**src/rtl/tt_bin_clock_pkg.sv**
```systemverilog
// Shared types and default timing for the binary clock input path.
package tt_bin_clock_pkg;

  // Button channel states; the fourth code is unused and recovers to IDLE.
  typedef enum logic [1:0] {
    IDLE   = 2'd0,
    DELAY  = 2'd1,
    REPEAT = 2'd2
  } btn_state_e;

  // Default timing at the 100 Hz core clock.
  localparam int DEBOUNCE_CYC_DEF = 2;   // 20 ms
  localparam int REPEAT_DELAY_DEF = 50;  // 0.5 s before auto-repeat
  localparam int REPEAT_RATE_DEF  = 10;  // 0.1 s between repeats

  // Larger of two integers, used to size shared counters.
  function automatic int max_int(input int a, input int b);
    return (a > b) ? a : b;
  endfunction

endpackage

```
**src/rtl/tt_btn_debounce.sv**
```systemverilog
// Two-flop synchroniser followed by a consecutive-sample debouncer.
module tt_btn_debounce
  import tt_bin_clock_pkg::*;
#(
  parameter int DEBOUNCE_CYC = DEBOUNCE_CYC_DEF
) (
  input  logic clk_i,
  input  logic reset_i,
  input  logic raw_i,
  output logic db
);

  localparam int CNT_W = $clog2(DEBOUNCE_CYC + 1);
  localparam logic [CNT_W-1:0] CNT_LAST = CNT_W'(DEBOUNCE_CYC - 1);

  logic             sync1_q, sync2_q;
  logic             db_q, db_d;
  logic [CNT_W-1:0] cnt_q, cnt_d;

  // Bring the raw pad level into the clk_i domain.
  always_ff @(posedge clk_i or posedge reset_i) begin
    if (reset_i) begin
      sync1_q <= 1'b0;
      sync2_q <= 1'b0;
    end else begin
      sync1_q <= raw_i;
      sync2_q <= sync1_q;
    end
  end

  // Count consecutive disagreeing samples; flip the level once the run is long enough.
  always_comb begin
    db_d  = db_q;
    cnt_d = '0;
    if (sync2_q != db_q) begin
      if (cnt_q == CNT_LAST) begin
        db_d  = ~db_q;
        cnt_d = '0;
      end else begin
        cnt_d = cnt_q + CNT_W'(1);
      end
    end
  end

  // Debounced level and run counter.
  always_ff @(posedge clk_i or posedge reset_i) begin
    if (reset_i) begin
      db_q  <= 1'b0;
      cnt_q <= '0;
    end else begin
      db_q  <= db_d;
      cnt_q <= cnt_d;
    end
  end

  assign db = db_q;

endmodule

```
**src/rtl/tt_bin_clock_btn_cond.sv**
```systemverilog
// Input conditioning for the binary clock core: clean switch levels and
// single-cycle step pulses with hold-to-auto-repeat for the three buttons.
module tt_bin_clock_btn_cond
  import tt_bin_clock_pkg::*;
#(
  parameter int DEBOUNCE_CYC = DEBOUNCE_CYC_DEF,
  parameter int REPEAT_DELAY = REPEAT_DELAY_DEF,
  parameter int REPEAT_RATE  = REPEAT_RATE_DEF
) (
  input  logic clk_i,
  input  logic reset_i,
  input  logic time_set_raw,
  input  logic id_switch_raw,
  input  logic hour_btn_raw,
  input  logic minute_btn_raw,
  input  logic seconds_btn_raw,
  output logic time_set,
  output logic id_switch,
  output logic hour_id,
  output logic minute_id,
  output logic seconds_id
);

  localparam int RCNT_W = $clog2(max_int(REPEAT_DELAY, REPEAT_RATE) + 1);
  localparam logic [RCNT_W-1:0] DELAY_LAST = RCNT_W'(REPEAT_DELAY - 1);
  localparam logic [RCNT_W-1:0] RATE_LAST  = RCNT_W'(REPEAT_RATE - 1);

  // Bit 0 set-mode, bit 1 inc/dec, bits 2..4 hour/minute/seconds buttons.
  logic [4:0] raw_vec;
  logic [4:0] db_vec;
  logic [2:0] pulse_vec;
  logic       time_set_q, id_switch_q;

  assign raw_vec = {seconds_btn_raw, minute_btn_raw, hour_btn_raw, id_switch_raw, time_set_raw};

  for (genvar i = 0; i < 5; i++) begin : g_db
    tt_btn_debounce #(
      .DEBOUNCE_CYC(DEBOUNCE_CYC)
    ) u_db (
      .clk_i  (clk_i),
      .reset_i(reset_i),
      .raw_i  (raw_vec[i]),
      .db     (db_vec[i])
    );
  end

  // Registered switch levels so the core sees flop outputs only.
  always_ff @(posedge clk_i or posedge reset_i) begin
    if (reset_i) begin
      time_set_q  <= 1'b0;
      id_switch_q <= 1'b0;
    end else begin
      time_set_q  <= db_vec[0];
      id_switch_q <= db_vec[1];
    end
  end

  for (genvar b = 0; b < 3; b++) begin : g_btn
    btn_state_e        state_q, state_d;
    logic [RCNT_W-1:0] cnt_q, cnt_d;
    logic              prev_q;
    logic              pulse_q, pulse_d;
    logic              btn_db;

    assign btn_db = db_vec[b + 2];

    // Next state: fire on a qualified press edge, then after the delay, then at the repeat rate.
    always_comb begin
      state_d = state_q;
      cnt_d   = cnt_q;
      pulse_d = 1'b0;
      if (!btn_db || !db_vec[0]) begin
        state_d = IDLE;
        cnt_d   = '0;
      end else begin
        case (state_q)
          IDLE: begin
            // Only a fresh press counts; a button already held when set-mode rises is ignored.
            if (!prev_q) begin
              pulse_d = 1'b1;
              cnt_d   = '0;
              state_d = DELAY;
            end
          end
          DELAY: begin
            if (cnt_q == DELAY_LAST) begin
              pulse_d = 1'b1;
              cnt_d   = '0;
              state_d = REPEAT;
            end else begin
              cnt_d = cnt_q + RCNT_W'(1);
            end
          end
          REPEAT: begin
            if (cnt_q == RATE_LAST) begin
              pulse_d = 1'b1;
              cnt_d   = '0;
            end else begin
              cnt_d = cnt_q + RCNT_W'(1);
            end
          end
          default: begin
            state_d = IDLE;
            cnt_d   = '0;
          end
        endcase
      end
    end

    // Channel state, repeat counter, press-edge history and pulse register.
    always_ff @(posedge clk_i or posedge reset_i) begin
      if (reset_i) begin
        state_q <= IDLE;
        cnt_q   <= '0;
        prev_q  <= 1'b0;
        pulse_q <= 1'b0;
      end else begin
        state_q <= state_d;
        cnt_q   <= cnt_d;
        prev_q  <= btn_db;
        pulse_q <= pulse_d;
      end
    end

    assign pulse_vec[b] = pulse_q;
  end

  assign time_set   = time_set_q;
  assign id_switch  = id_switch_q;
  assign hour_id    = pulse_vec[0];
  assign minute_id  = pulse_vec[1];
  assign seconds_id = pulse_vec[2];

endmodule

```
**config.mk**
```make
export PLATFORM = sky130hd
export DESIGN_NAME = tt_bin_clock_btn_cond
export DESIGN_NICKNAME = d
export VERILOG_FILES = /design/src/rtl/tt_bin_clock_pkg.sv /design/src/rtl/tt_btn_debounce.sv /design/src/rtl/tt_bin_clock_btn_cond.sv
export SDC_FILE = /design/constraint.sdc
export NUM_CORES = 1
export LEC_CHECK = 0
export CAP_MARGIN = 20
export CORE_MARGIN = 2
export CORE_UTILIZATION = 60
export DETAILED_ROUTE_END_ITERATION = 16
export PLACE_DENSITY = 0.79
export SLEW_MARGIN = 20
export SYNTH_ARGS = -nofsm -noshare
export SYNTH_HDL_FRONTEND = slang
export SYNTH_HIERARCHICAL = 1
export SYNTH_SLANG_ARGS = --single-unit
```
**constraint.sdc**
```tcl
create_clock -name clk_i -period 4.4 [get_ports clk_i]
set_clock_uncertainty 0.1 [all_clocks]
set_input_delay 1.32 -clock clk_i [delete_from_list [all_inputs] [get_ports clk_i]]
set_output_delay 1.32 -clock clk_i [all_outputs]
set_load 0.005 [all_outputs]
```
==> impl_table.tex, run 1 <==
\begin{tabular}{lr}
\hline
Metric & Value \\
\hline
\multicolumn{2}{l}{\textbf{Status}} \\
Run status & finished, final reports clean \\
\multicolumn{2}{l}{\textbf{CTS}} \\
Insertion delay of the later-clocked pin in the worst-skew pair & 0.33 ns \\
Clock slew at the register clock pins of the worst setup and hold paths & $\sim$0.060 ns \\
Number of H-tree levels & 3 \\
Hold-fix buffers, CTS & 0 \\
Setup Buffers After CTS & 0 \\
Clock Root Buffer & clkbuf\_8 \\
TritonCTS clock tree & built \\
CTS resizes & 0 \\
Deepest clock path buffer count & 2 \\
Clock tree sinks & 57 \\
CTS Buf Count & 9 \\
\multicolumn{2}{l}{\textbf{Critical path}} \\
Largest stage delay, worst path & around 0.50 ns \\
Cell-by-cell trace of the critical path & clkdlybuf4s50\_1 \\
Worst Setup Start Kind & flop \\
WP data arrival & about 1.2 ns \\
Largest driver fanout on the critical path & 1 \\
CP Buf/Inv Count & 1 \\
Category of cells accounting for the largest share of critical-path delay & buffers and inverters \\
Setup Crit Path Kind & flop to output pin \\
Type of destination of the critical path & output pin \\
Max stage delay cell, worst path & clkdlybuf4s50\_1 \\
Crit path required time & between 2 and 3 ns \\
\multicolumn{2}{l}{\textbf{Global route}} \\
All-Layer GR Usage & 0.207 \\
Via count of the first global-routing pass & between 1500 and 2000 \\
Number of antenna violations at the first check in global routing & 0 \\
Total grt overflow & 0 \\
Wire length of the first global-routing pass & just over 8 mm \\
Maximum number of pins on one net before global-route repair & 33 \\
\multicolumn{2}{l}{\textbf{STA}} \\
Worst path setup slack after routing & between 1.5 and 2 ns \\
RSZ-0062 raised after global routing & false \\
Worst slew pin tran & 0.574 ns \\
Number of hold violations in the final report & 0 \\
Final TNS setup & 0 ns \\
Fin. max-slew vios & 0 \\
Portion of the clock cycle consumed by the worst path in the final layout & 0.585 \\
Relative max-transition margin & 0.616 \\
Crit path time final & approximately 2.6 ns \\
Number of setup violations in the final report & 0 \\
Highest clock frequency the design can meet & slightly below 400 MHz \\
\multicolumn{2}{l}{\textbf{Final layout}} \\
Area overhead of the layout relative to synthesis & 13.4\% \\
Fraction of final layout cells sized beyond drive strength 1 & 0.103 \\
Fillcell total & 315 \\
Number of standard cells in the layout, taps in and fillers out & roughly 330 \\
Count of nets after finishing & a little over 300 \\
Sequential cell area & approximately 1400 sq um \\
Area of the multi-input gates & roughly 1200 sq um \\
Antenna Cells & 0 \\
\multicolumn{2}{l}{\textbf{Synthesis}} \\
Most repeated cell in the gate-level netlist after synthesis & dfrtp\_1 \\
Leading post-synthesis cells by instance count & dfrtp\_1, inv\_1, nand2\_1 \\
Number of enable flip-flop cells after synthesis & 0 \\
Dominant cells by area after synthesis & dfrtp\_1, ha\_1, inv\_1, nand2\_1, mux2\_4 \\
Avg Synthesized Cell Area & 10.8 sq um \\
Proportion of synthesized chip area in sequential cells & 0.518 \\
Synth Cell Area & approximately 2800 sq um \\
Main synth FF type & dfrtp\_1 \\
Count of warnings emitted by yosys & 6 \\
Post-Synthesis Net Count & roughly 280 \\
Library cell occupying the most area in the post-synthesis netlist & dfrtp\_1 \\
Gate count after technology mapping & 254 \\
Number of distinct library cells after synthesis & 39 \\
Post-synthesis async set-or-reset flop share & 1.00 \\
Top cell type's share of synthesized area & 0.518 \\
Count of state elements after synthesis & between 50 and 60 \\
\multicolumn{2}{l}{\textbf{Die}} \\
Total die area & between 5000 and 6000 sq um \\
Io pins & 12 \\
Die boundary height & 71.8 um \\
Width of the die & approximately 72 um \\
Number of core rows & 24 \\
Core Region & about 4400 sq um \\
Starting Density & 0.628 \\
\multicolumn{2}{l}{\textbf{Min path}} \\
Worst hold path class & flop to flop \\
\multicolumn{2}{l}{\textbf{Place}} \\
Routability Congestion & 0.853 \\
Cell count after placement & between 300 and 400 \\
Number of buffers added on ports & 11 \\
Minimum setup slack after placement & 2.12 ns \\
DP Wirelength & roughly 3.2 mm \\
\multicolumn{2}{l}{\textbf{Detailed routing}} \\
Final routed DRC violation total & 0 \\
Wire length per cell & around 14 um \\
DRT antenna net count & 0 \\
Average vias per placed instance & 5.59 \\
Vias & 1860 \\
First-pass detailed-route iteration total & 4 \\
Total wire length & 4.53 mm \\
Number of violations reported at the end of detailed-routing iteration 0 & about 130 \\
\multicolumn{2}{l}{\textbf{Power and ir drop}} \\
Leak Pwr & approximately 0.0014 uW \\
Sequential fraction of design power & 0.451 \\
Clock network fraction of total power & 0.287 \\
Total internal power & approximately 1100 uW \\
Switching power share of the total & 0.306 \\
Net switching component of the power & about 490 uW \\
Peak supply drop & 295 uV \\
Power per cell area & $\sim$510 nW/um\^{}2 \\
Fraction of power consumed by combinational cells & 0.262 \\
\multicolumn{2}{l}{\textbf{Run}} \\
Max-cap violations & 0 \\
\hline
\end{tabular}
[final cells by class]
cell class	count	share of cell area
clock inverter	2	0.00320
timing repair buffer	12	0.0376
tap	52	0.0208
clock buffer	14	0.0585
inverter	27	0.0324
sequential	57	0.457
multi-input combinational	169	0.391
[power by group through the flow]
stage	Clock, uW	Combinational [uW]	Sequential [uW]
after CTS	470	422	719
after detailed placement	0	419	727
final	458	418	719
after global routing	492	467	734
after global placement	0	406	718
after floorplan	0	326	696
[logic make-up (layout without fill, tap and decap cells)]
logic type,after synthesis,after routing,share of synthesized area
muxes,9,9,0.0418
DFF,57,57,0.518
adders and majority gates,21,21,0.0954
and+or+nand+nor,86,86,0.174
xor gates and xnor gates,5,5,0.0159
AOI/OAI and AO/OA,48,48,0.116
buffers and inverters,28,55,0.0386
[stage by stage]
stage | cell area [sq um] | hold slack, ns | total power (uW) | utilization
2_1_floorplan | 2750 | 0.231 | 1020 | -
3_3_place_gp | 2930 | 0.232 | 1120 | 0.669
3_5_place_dp | 2930 | 0.235 | 1150 | 0.669
4_1_cts | 3120 | 0.248 | 1610 | 0.713
5_1_grt | 3120 | 0.259 | 1690 | 0.713
6_report | 3120 | 0.246 | 1590 | 0.713
[path summary, 6_finish.rpt]
kind / start / to / slack [ns] / cells past startpoint
setup / recovery: hour_id$_DFF_PP0_ / hour_id / 1.83 / 1
hold / removal: g_db[0].u_db/sync1_q$_DFF_PP0_ / g_db[0].u_db/sync2_q$_DFF_PP0_ / 0.25 / 0
setup reg to reg: g_btn[0].state_q[1]$_DFFE_PP0P_ / g_btn[0].cnt_q[0]$_DFFE_PP0P_ / 2.35 / 6
hold reg to reg: g_db[0].u_db/sync1_q$_DFF_PP0_ / g_db[0].u_db/sync2_q$_DFF_PP0_ / 0.25 / 0
max in group asynchronous: reset_i / g_btn[0].cnt_q[0]$_DFFE_PP0P_ / 2.50 / 3
min in group asynchronous: reset_i / g_db[2].u_db/sync2_q$_DFF_PP0_ / 1.22 / 2
[routing by layer]
metal	up-vias	global-route usage	wire length, um
met3	8	0.0506	160
li1	922	-	-
met4	0	0.124	84
met5	-	0	0
met2	43	0.306	2120
met1	887	0.280	2170
[cell usage in the layout, fill, tap and decap left out, types with 2 or more instances in the layout]
cell	n
nor4_1	2
or3_1	4
mux2i_1	4
nor3b_1	5
ha_1	21
nand4_1	4
a211oi_1	4
xnor2_1	5
nor2b_4	5
inv_1	27
a222oi_1	2
clkbuf_8	13
clkinv_2	2
a21oi_1	12
o21ai_0	8
nor2_1	16
dfrtp_1	57
a21o_1	3
nand2_1	24
o22ai_1	8
clkdlybuf4s50_1	11
nor3_1	6
nand2b_1	5
mux2_4	5
a22o_1	3
nand3_1	8
[flip-flops by register name (all words and copies together) (netlist names)]
register and flops:
g_btn.cnt_q 18, g_db.u_db/cnt_q 10, g_btn.state_q 6, g_db.u_db/db 5
g_db.u_db/sync1_q 5, g_db.u_db/sync2_q 5, g_btn.prev_q 3, hour_id 1
id_switch 1, minute_id 1, seconds_id 1, time_set 1
No activity file was read; power rests on OpenSTA's default activity.
==> run 2, diff against run 1 <==
--- a/config.mk
+++ b/config.mk
@@ -7,9 +7,9 @@
 export LEC_CHECK = 0
 export CAP_MARGIN = 20
 export CORE_MARGIN = 2
-export CORE_UTILIZATION = 60
+export CORE_UTILIZATION = 54
 export DETAILED_ROUTE_END_ITERATION = 16
-export PLACE_DENSITY = 0.79
+export PLACE_DENSITY = 0.75
 export SLEW_MARGIN = 20
 export SYNTH_ARGS = -nofsm -noshare
 export SYNTH_HDL_FRONTEND = slang
==> constraint.sdc (replaced) <==
create_clock -name clk_i -period 2.23 [get_ports clk_i]
set_clock_uncertainty 0.1 [all_clocks]
set_input_delay 0.669 -clock clk_i [delete_from_list [all_inputs] [get_ports clk_i]]
set_output_delay 0.669 -clock clk_i [all_outputs]
set_load 0.005 [all_outputs]
==> impl_table.tex, run 2 (same netlist as run 1, synthesis figures left out) <==
\begin{tabular}{lr}
\hline
Metric & Value \\
\hline
\multicolumn{2}{l}{\textbf{Critical path}} \\
WP data arrival & 2.14 ns \\
Setup Crit Path Kind & flop to flop \\
Type of destination of the critical path & flop \\
RR Startpoint & g\_btn[2].cnt\_q[1]\$\_DFFE\_PP0P\_ \\
Largest driver fanout on the critical path & 6 \\
Worst R2R End & g\_btn[2].cnt\_q[2]\$\_DFFE\_PP0P\_ \\
Worst R2R Setup Slack & just over 0.2 ns \\
Worst Setup Start Kind & flop \\
Crit path required time & between 2 and 2.5 ns \\
Cell depth of the worst flop-to-flop path & 7 \\
\multicolumn{2}{l}{\textbf{Detailed routing}} \\
First-pass detailed-route iteration total & 4 \\
Final routed DRC violation total & 0 \\
Vias & 1892 \\
Wire length per cell & approximately 14 um \\
Average vias per placed instance & 5.39 \\
DRT antenna net count & 0 \\
Number of violations reported at the end of detailed-routing iteration 0 & 96 \\
Total wire length & 4.82 mm \\
\multicolumn{2}{l}{\textbf{STA}} \\
Portion of the clock cycle consumed by the worst path in the final layout & 0.907 \\
Final TNS setup & 0 ns \\
Number of hold violations in the final report & 0 \\
Highest clock frequency the design can meet & 494 MHz \\
Relative max-transition margin & 0.668 \\
Crit path time final & approximately 2 ns \\
Fin. max-slew vios & 0 \\
RSZ-0062 raised after global routing & false \\
Worst path setup slack after routing & between 0.2 and 0.25 ns \\
Number of setup violations in the final report & 0 \\
Worst slew pin tran & around 0.5 ns \\
\multicolumn{2}{l}{\textbf{Die}} \\
Starting Density & 0.572 \\
Total die area & about 5700 sq um \\
Io pins & 12 \\
Width of the die & approximately 75 um \\
Die boundary height & between 70 and 80 um \\
Number of core rows & 25 \\
Core Region & approximately 4800 sq um \\
\multicolumn{2}{l}{\textbf{Place}} \\
DP Wirelength & approximately 3.3 mm \\
Routability Congestion & roughly 0.85 \\
Number of buffers added on ports & 11 \\
Cell count after placement & 335 \\
Minimum setup slack after placement & around 0.24 ns \\
\multicolumn{2}{l}{\textbf{CTS}} \\
Insertion delay of the later-clocked pin in the worst-skew pair & 0.33 ns \\
Clock Root Buffer & clkbuf\_8 \\
Deepest clock path buffer count & 2 \\
Clock slew at the register clock pins of the worst setup and hold paths & approximately 0.060 ns \\
Hold-fix buffers, CTS & 0 \\
CTS Buf Count & 9 \\
Setup Buffers After CTS & 0 \\
Clock tree sinks & between 50 and 60 \\
TritonCTS clock tree & built \\
Number of H-tree levels & 3 \\
CTS resizes & 0 \\
\multicolumn{2}{l}{\textbf{Final layout}} \\
Leading cell type in the layout, fill and taps excluded & dfrtp\_1 \\
Antenna Cells & 0 \\
Area overhead of the layout relative to synthesis & 17.3\% \\
Most frequent cells in the layout & dfrtp\_1, inv\_1, nand2\_1 \\
Max FFs per register & 18 \\
Largest registers & g\_btn.cnt\_q x18, g\_db.u\_db/cnt\_q x10, g\_btn.state\_q x6 \\
Fillcell total & between 300 and 400 \\
Number of standard cells in the layout, taps in and fillers out & between 300 and 400 \\
Sequential cell area & $\sim$1400 sq um \\
Count of nets after finishing & 307 \\
Area of the multi-input gates & about 1200 sq um \\
Fraction of final layout cells sized beyond drive strength 1 & 0.113 \\
Largest register by flop count & g\_btn.cnt\_q \\
\multicolumn{2}{l}{\textbf{Min path}} \\
Start point of the worst min-delay path & g\_db[3].u\_db/sync1\_q\$\_DFF\_PP0\_ \\
Worst hold stages & 0 \\
Min-Delay Endpoint & g\_db[3].u\_db/sync2\_q\$\_DFF\_PP0\_ \\
Worst hold path class & flop to flop \\
\multicolumn{2}{l}{\textbf{Global route}} \\
Wire length of the first global-routing pass & around 8.6 mm \\
Number of antenna violations at the first check in global routing & 0 \\
Total grt overflow & 0 \\
Maximum number of pins on one net before global-route repair & 33 \\
All-Layer GR Usage & 0.206 \\
Via count of the first global-routing pass & 1900 \\
\multicolumn{2}{l}{\textbf{Power and ir drop}} \\
Leak Pwr & between 0.001 and 0.0015 uW \\
Power per cell area & roughly 1100 nW/um\^{}2 \\
Peak supply drop & between 700 and 800 uV \\
\multicolumn{2}{l}{\textbf{Status}} \\
Run status & finished, final reports clean \\
\multicolumn{2}{l}{\textbf{Run}} \\
Max-cap violations & 0 \\
\hline
\end{tabular}
## run 2: worst max-delay path: stages (launching register included)
cell	delay (ns)
dfrtp_1	0.41
inv_1	0.07
ha_1	0.15
nor4bb_1	0.37
a21boi_0	0.18
o2111ai_2	0.34
o22ai_1	0.15
o2bb2ai_1	0.14
## run 2: stage by stage
stage	hold slack, ns	instance area, sq um	utilization	total power, uW
after detailed placement	0.235	2990	0.620	2310
after global routing	0.260	3230	0.670	3680
final	0.249	3230	0.670	3460
after floorplan	0.231	2750	-	2020
after global placement	0.232	2990	0.620	2270
after CTS	0.250	3230	0.670	3500
## run 2: worst max path at each step
stage / start / endpoint / depth (start not counted)
after global routing: g_btn[2].cnt_q[1]$_DFFE_PP0P_ / g_btn[2].cnt_q[2]$_DFFE_PP0P_ / 7
after floorplan: g_btn[2].cnt_q[0]$_DFFE_PP0P_ / g_btn[2].cnt_q[2]$_DFFE_PP0P_ / 6
after CTS: g_btn[2].cnt_q[1]$_DFFE_PP0P_ / g_btn[2].cnt_q[2]$_DFFE_PP0P_ / 7
final: g_btn[2].cnt_q[1]$_DFFE_PP0P_ / g_btn[2].cnt_q[2]$_DFFE_PP0P_ / 7
after detailed placement: g_btn[2].cnt_q[1]$_DFFE_PP0P_ / g_btn[2].cnt_q[2]$_DFFE_PP0P_ / 7
after global placement: g_btn[2].cnt_q[1]$_DFFE_PP0P_ / g_btn[2].cnt_q[2]$_DFFE_PP0P_ / 7
## run 2: report_power, final
part | internal [uW] | switching, uW | leakage, uW
logic | 466 | 401 | 0.000589
clock network | 771 | 409 | 0.000120
registers | 1220 | 194 | 0.000740
## run 2: cell type report
type | instances | area share
multi-input combinational | 169 | 0.378
inverter | 27 | 0.0314
sequential | 57 | 0.442
clock inverter | 5 | 0.0318
clock buffer | 11 | 0.0438
tap | 67 | 0.0260
timing repair buffer | 15 | 0.0473
## run 2: metal layers
| metal | GRT usage | vias to the layer above | wire length [um] |
|---|---|---|---|
| li1 | - | 934 | - |
| met1 | 0.279 | 900 | 2300 |
| met2 | 0.315 | 48 | 2230 |
| met3 | 0.0556 | 10 | 203 |
| met4 | 0.0877 | 0 | 82 |
| met5 | 0 | - | 0 |
==> run 3, diff against run 2 <==
==> constraint.sdc (replaced) <==
create_clock -name clk_i -period 2.23 [get_ports clk_i]
set_clock_uncertainty 0.1 [all_clocks]
set_input_delay 0.223 -clock clk_i [delete_from_list [all_inputs] [get_ports clk_i]]
set_output_delay 0.223 -clock clk_i [all_outputs]
set_load 0.005 [all_outputs]
==> impl_table.tex, run 3 (same netlist as run 1, synthesis figures left out) <==
\begin{tabular}{lr}
\hline
Metric & Value \\
\hline
\multicolumn{2}{l}{\textbf{Detailed routing}} \\
Number of violations reported at the end of detailed-routing iteration 0 & around 110 \\
DRT antenna net count & 0 \\
First-pass detailed-route iteration total & 4 \\
Metal1 wirelength & roughly 2.2 mm \\
Vias & about 1900 \\
Final routed DRC violation total & 0 \\
Detailed-routed wire length on met2 & $\sim$2.4 mm \\
Topmost layer with routed signal wires & met4 \\
Met3 wirelength from detailed routing & about 170 um \\
Total wire length & around 4.9 mm \\
Average vias per placed instance & 5.30 \\
Wire length per cell & around 14 um \\
\multicolumn{2}{l}{\textbf{STA}} \\
Fin. max-slew vios & 0 \\
Relative max-transition margin & 0.689 \\
Final TNS setup & 0 ns \\
Worst slew pin tran & about 0.47 ns \\
Highest clock frequency the design can meet & 502 MHz \\
Worst path setup slack after routing & 0.237 ns \\
Crit path time final & 1.99 ns \\
Number of setup violations in the final report & 0 \\
Worst hold slack after final layout & 0.133 ns \\
Portion of the clock cycle consumed by the worst path in the final layout & 0.894 \\
RSZ-0062 raised after global routing & false \\
Number of hold violations in the final report & 0 \\
\multicolumn{2}{l}{\textbf{CTS}} \\
Deepest clock path buffer count & 2 \\
CTS resizes & 0 \\
Number of H-tree levels & 3 \\
Clock slew at the register clock pins of the worst setup and hold paths & 0.07 ns \\
Clock tree sinks & between 50 and 60 \\
Insertion delay of the later-clocked pin in the worst-skew pair & about 0.34 ns \\
Clock Root Buffer & clkbuf\_8 \\
Hold-fix buffers, CTS & 0 \\
Setup Buffers After CTS & 0 \\
TritonCTS clock tree & built \\
CTS Buf Count & 9 \\
\multicolumn{2}{l}{\textbf{Power and ir drop}} \\
Fraction of power consumed by combinational cells & 0.265 \\
Sequential fraction of design power & 0.429 \\
Peak supply drop & $\sim$750 uV \\
Leak Pwr & approximately 0.0014 uW \\
Power per cell area & 1040 nW/um\^{}2 \\
Clock network fraction of total power & 0.306 \\
Switching power share of the total & 0.313 \\
Final Power & 3300 uW \\
Total internal power & $\sim$2300 uW \\
Net switching component of the power & approximately 1000 uW \\
\multicolumn{2}{l}{\textbf{Final layout}} \\
Leading cell type in the layout, fill and taps excluded & dfrtp\_1 \\
Count of nets after finishing & 307 \\
Largest register by flop count & g\_btn.cnt\_q \\
Largest registers & g\_btn.cnt\_q x18, g\_db.u\_db/cnt\_q x10, g\_btn.state\_q x6 \\
Antenna Cells & 0 \\
Final core area utilization & 0.662 \\
Most frequent cells in the layout & dfrtp\_1, inv\_1, nand2\_1 \\
Area overhead of the layout relative to synthesis & 15.7\% \\
Fraction of final layout cells sized beyond drive strength 1 & 0.116 \\
Max FFs per register & 18 \\
\multicolumn{2}{l}{\textbf{Min path}} \\
Worst hold path class & input port to async pin \\
\multicolumn{2}{l}{\textbf{Critical path}} \\
Largest driver fanout on the critical path & 6 \\
CP Buf/Inv Count & 1 \\
Setup Crit Path Kind & flop to flop \\
Largest stage delay, worst path & 0.41 ns \\
WP data arrival & about 2.1 ns \\
Cell-by-cell trace of the critical path & inv\_1 > ha\_1 > nor4bb\_1 > a21boi\_0 > o2111ai\_2 > o22ai\_1 > o2bb2ai\_1 \\
Category of cells accounting for the largest share of critical-path delay & compound AO/OA/AOI/OAI gates \\
Crit path required time & between 2 and 2.5 ns \\
Type of destination of the critical path & flop \\
Worst Setup Start Kind & flop \\
Max stage delay cell, worst path & dfrtp\_1 \\
\multicolumn{2}{l}{\textbf{Die}} \\
Die boundary height & between 70 and 80 um \\
Starting Density & 0.572 \\
Width of the die & 75.4 um \\
Total die area & $\sim$5700 sq um \\
Number of core rows & 25 \\
Io pins & 12 \\
Core Region & around 4800 sq um \\
\multicolumn{2}{l}{\textbf{Place}} \\
Minimum setup slack after placement & roughly 0.24 ns \\
Number of buffers added on ports & 11 \\
DP Wirelength & 3.36 mm \\
Routability Congestion & $\sim$0.83 \\
\multicolumn{2}{l}{\textbf{Run}} \\
Max-cap violations & 0 \\
\multicolumn{2}{l}{\textbf{Global route}} \\
Wire length of the first global-routing pass & 8.56 mm \\
Total grt overflow & 0 \\
Via count of the first global-routing pass & around 1900 \\
Number of antenna violations at the first check in global routing & 0 \\
All-Layer GR Usage & 0.204 \\
Maximum number of pins on one net before global-route repair & 33 \\
\multicolumn{2}{l}{\textbf{Status}} \\
Run status & finished, final reports clean \\
\hline
\end{tabular}
-- run 3: changes by cell type in the layout (fill, tap and decap cells not counted) --
| cell | before | now |
|---|---|---|
| bufinv_16 | 3 | 1 |
| buf_12 | 1 | 0 |
| buf_4 | 3 | 4 |
| clkbuf_1 | 1 | 0 |
| clkbuf_8 | 10 | 11 |
| clkinv_2 | 1 | 0 |
| clkinv_4 | 0 | 1 |
| clkinvlp_4 | 1 | 2 |
| inv_6 | 0 | 1 |
-- run 3: final timing paths --
path	from	to	slack [ns]	cells after the start
max	g_btn[2].cnt_q[1]$_DFFE_PP0P_	g_btn[2].cnt_q[2]$_DFFE_PP0P_	0.24	7
max reg2reg	g_btn[2].cnt_q[1]$_DFFE_PP0P_	g_btn[2].cnt_q[2]$_DFFE_PP0P_	0.24	7
max in group asynchronous	reset_i	g_btn[1].cnt_q[1]$_DFFE_PP0P_	1.37	3
min reg2reg	g_db[0].u_db/sync1_q$_DFF_PP0_	g_db[0].u_db/sync2_q$_DFF_PP0_	0.26	0
min	reset_i	g_db[1].u_db/db$_DFFE_PP0P_	0.13	2
min in group clk_i	minute_btn_raw	g_db[3].u_db/sync1_q$_DFF_PP0_	0.22	1
-- run 3: final cells by class --
| cell class | count | area [sq um] |
|---|---|---|
| clock buffer | 11 | 151 |
| clock inverter | 5 | 62.6 |
| fill | 396 | 1630 |
| inverter | 27 | 101 |
| multi-input combinational | 169 | 1220 |
| sequential | 57 | 1430 |
| tap | 67 | 83.8 |
| timing repair buffer | 15 | 140 |
-- run 3: through the flow --
step	area (sq um)	cells
2_1_floorplan	2750	254
3_3_place_gp	2970	335
3_5_place_dp	2970	335
4_1_cts	3190	351
5_1_grt	3190	351
6_report	3190	351
-- run 3: power groups by stage --
stage / Combinational (uW) / Clock, uW / Sequential [uW]
after floorplan: 644 / 0 / 1370
after global placement: 845 / 0 / 1420
after detailed placement: 862 / 0 / 1440
after CTS: 881 / 1050 / 1420
after global routing: 970 / 1100 / 1450
final: 873 / 1010 / 1420
-- run 3: routing by layer --
metal / track usage / up-vias
li1: - / 927
met2: 0.329 / 21
met5: 0 / -
met3: 0.0728 / 7
met1: 0.256 / 906
met4: 0.0721 / 0
-- run 3: worst reg2reg max path: stages (launching register included) --
cell       delay [ns]
dfrtp_1          0.41
inv_1            0.07
ha_1             0.16
nor4bb_1         0.35
a21boi_0         0.17
o2111ai_2        0.33
o22ai_1          0.14
o2bb2ai_1        0.14
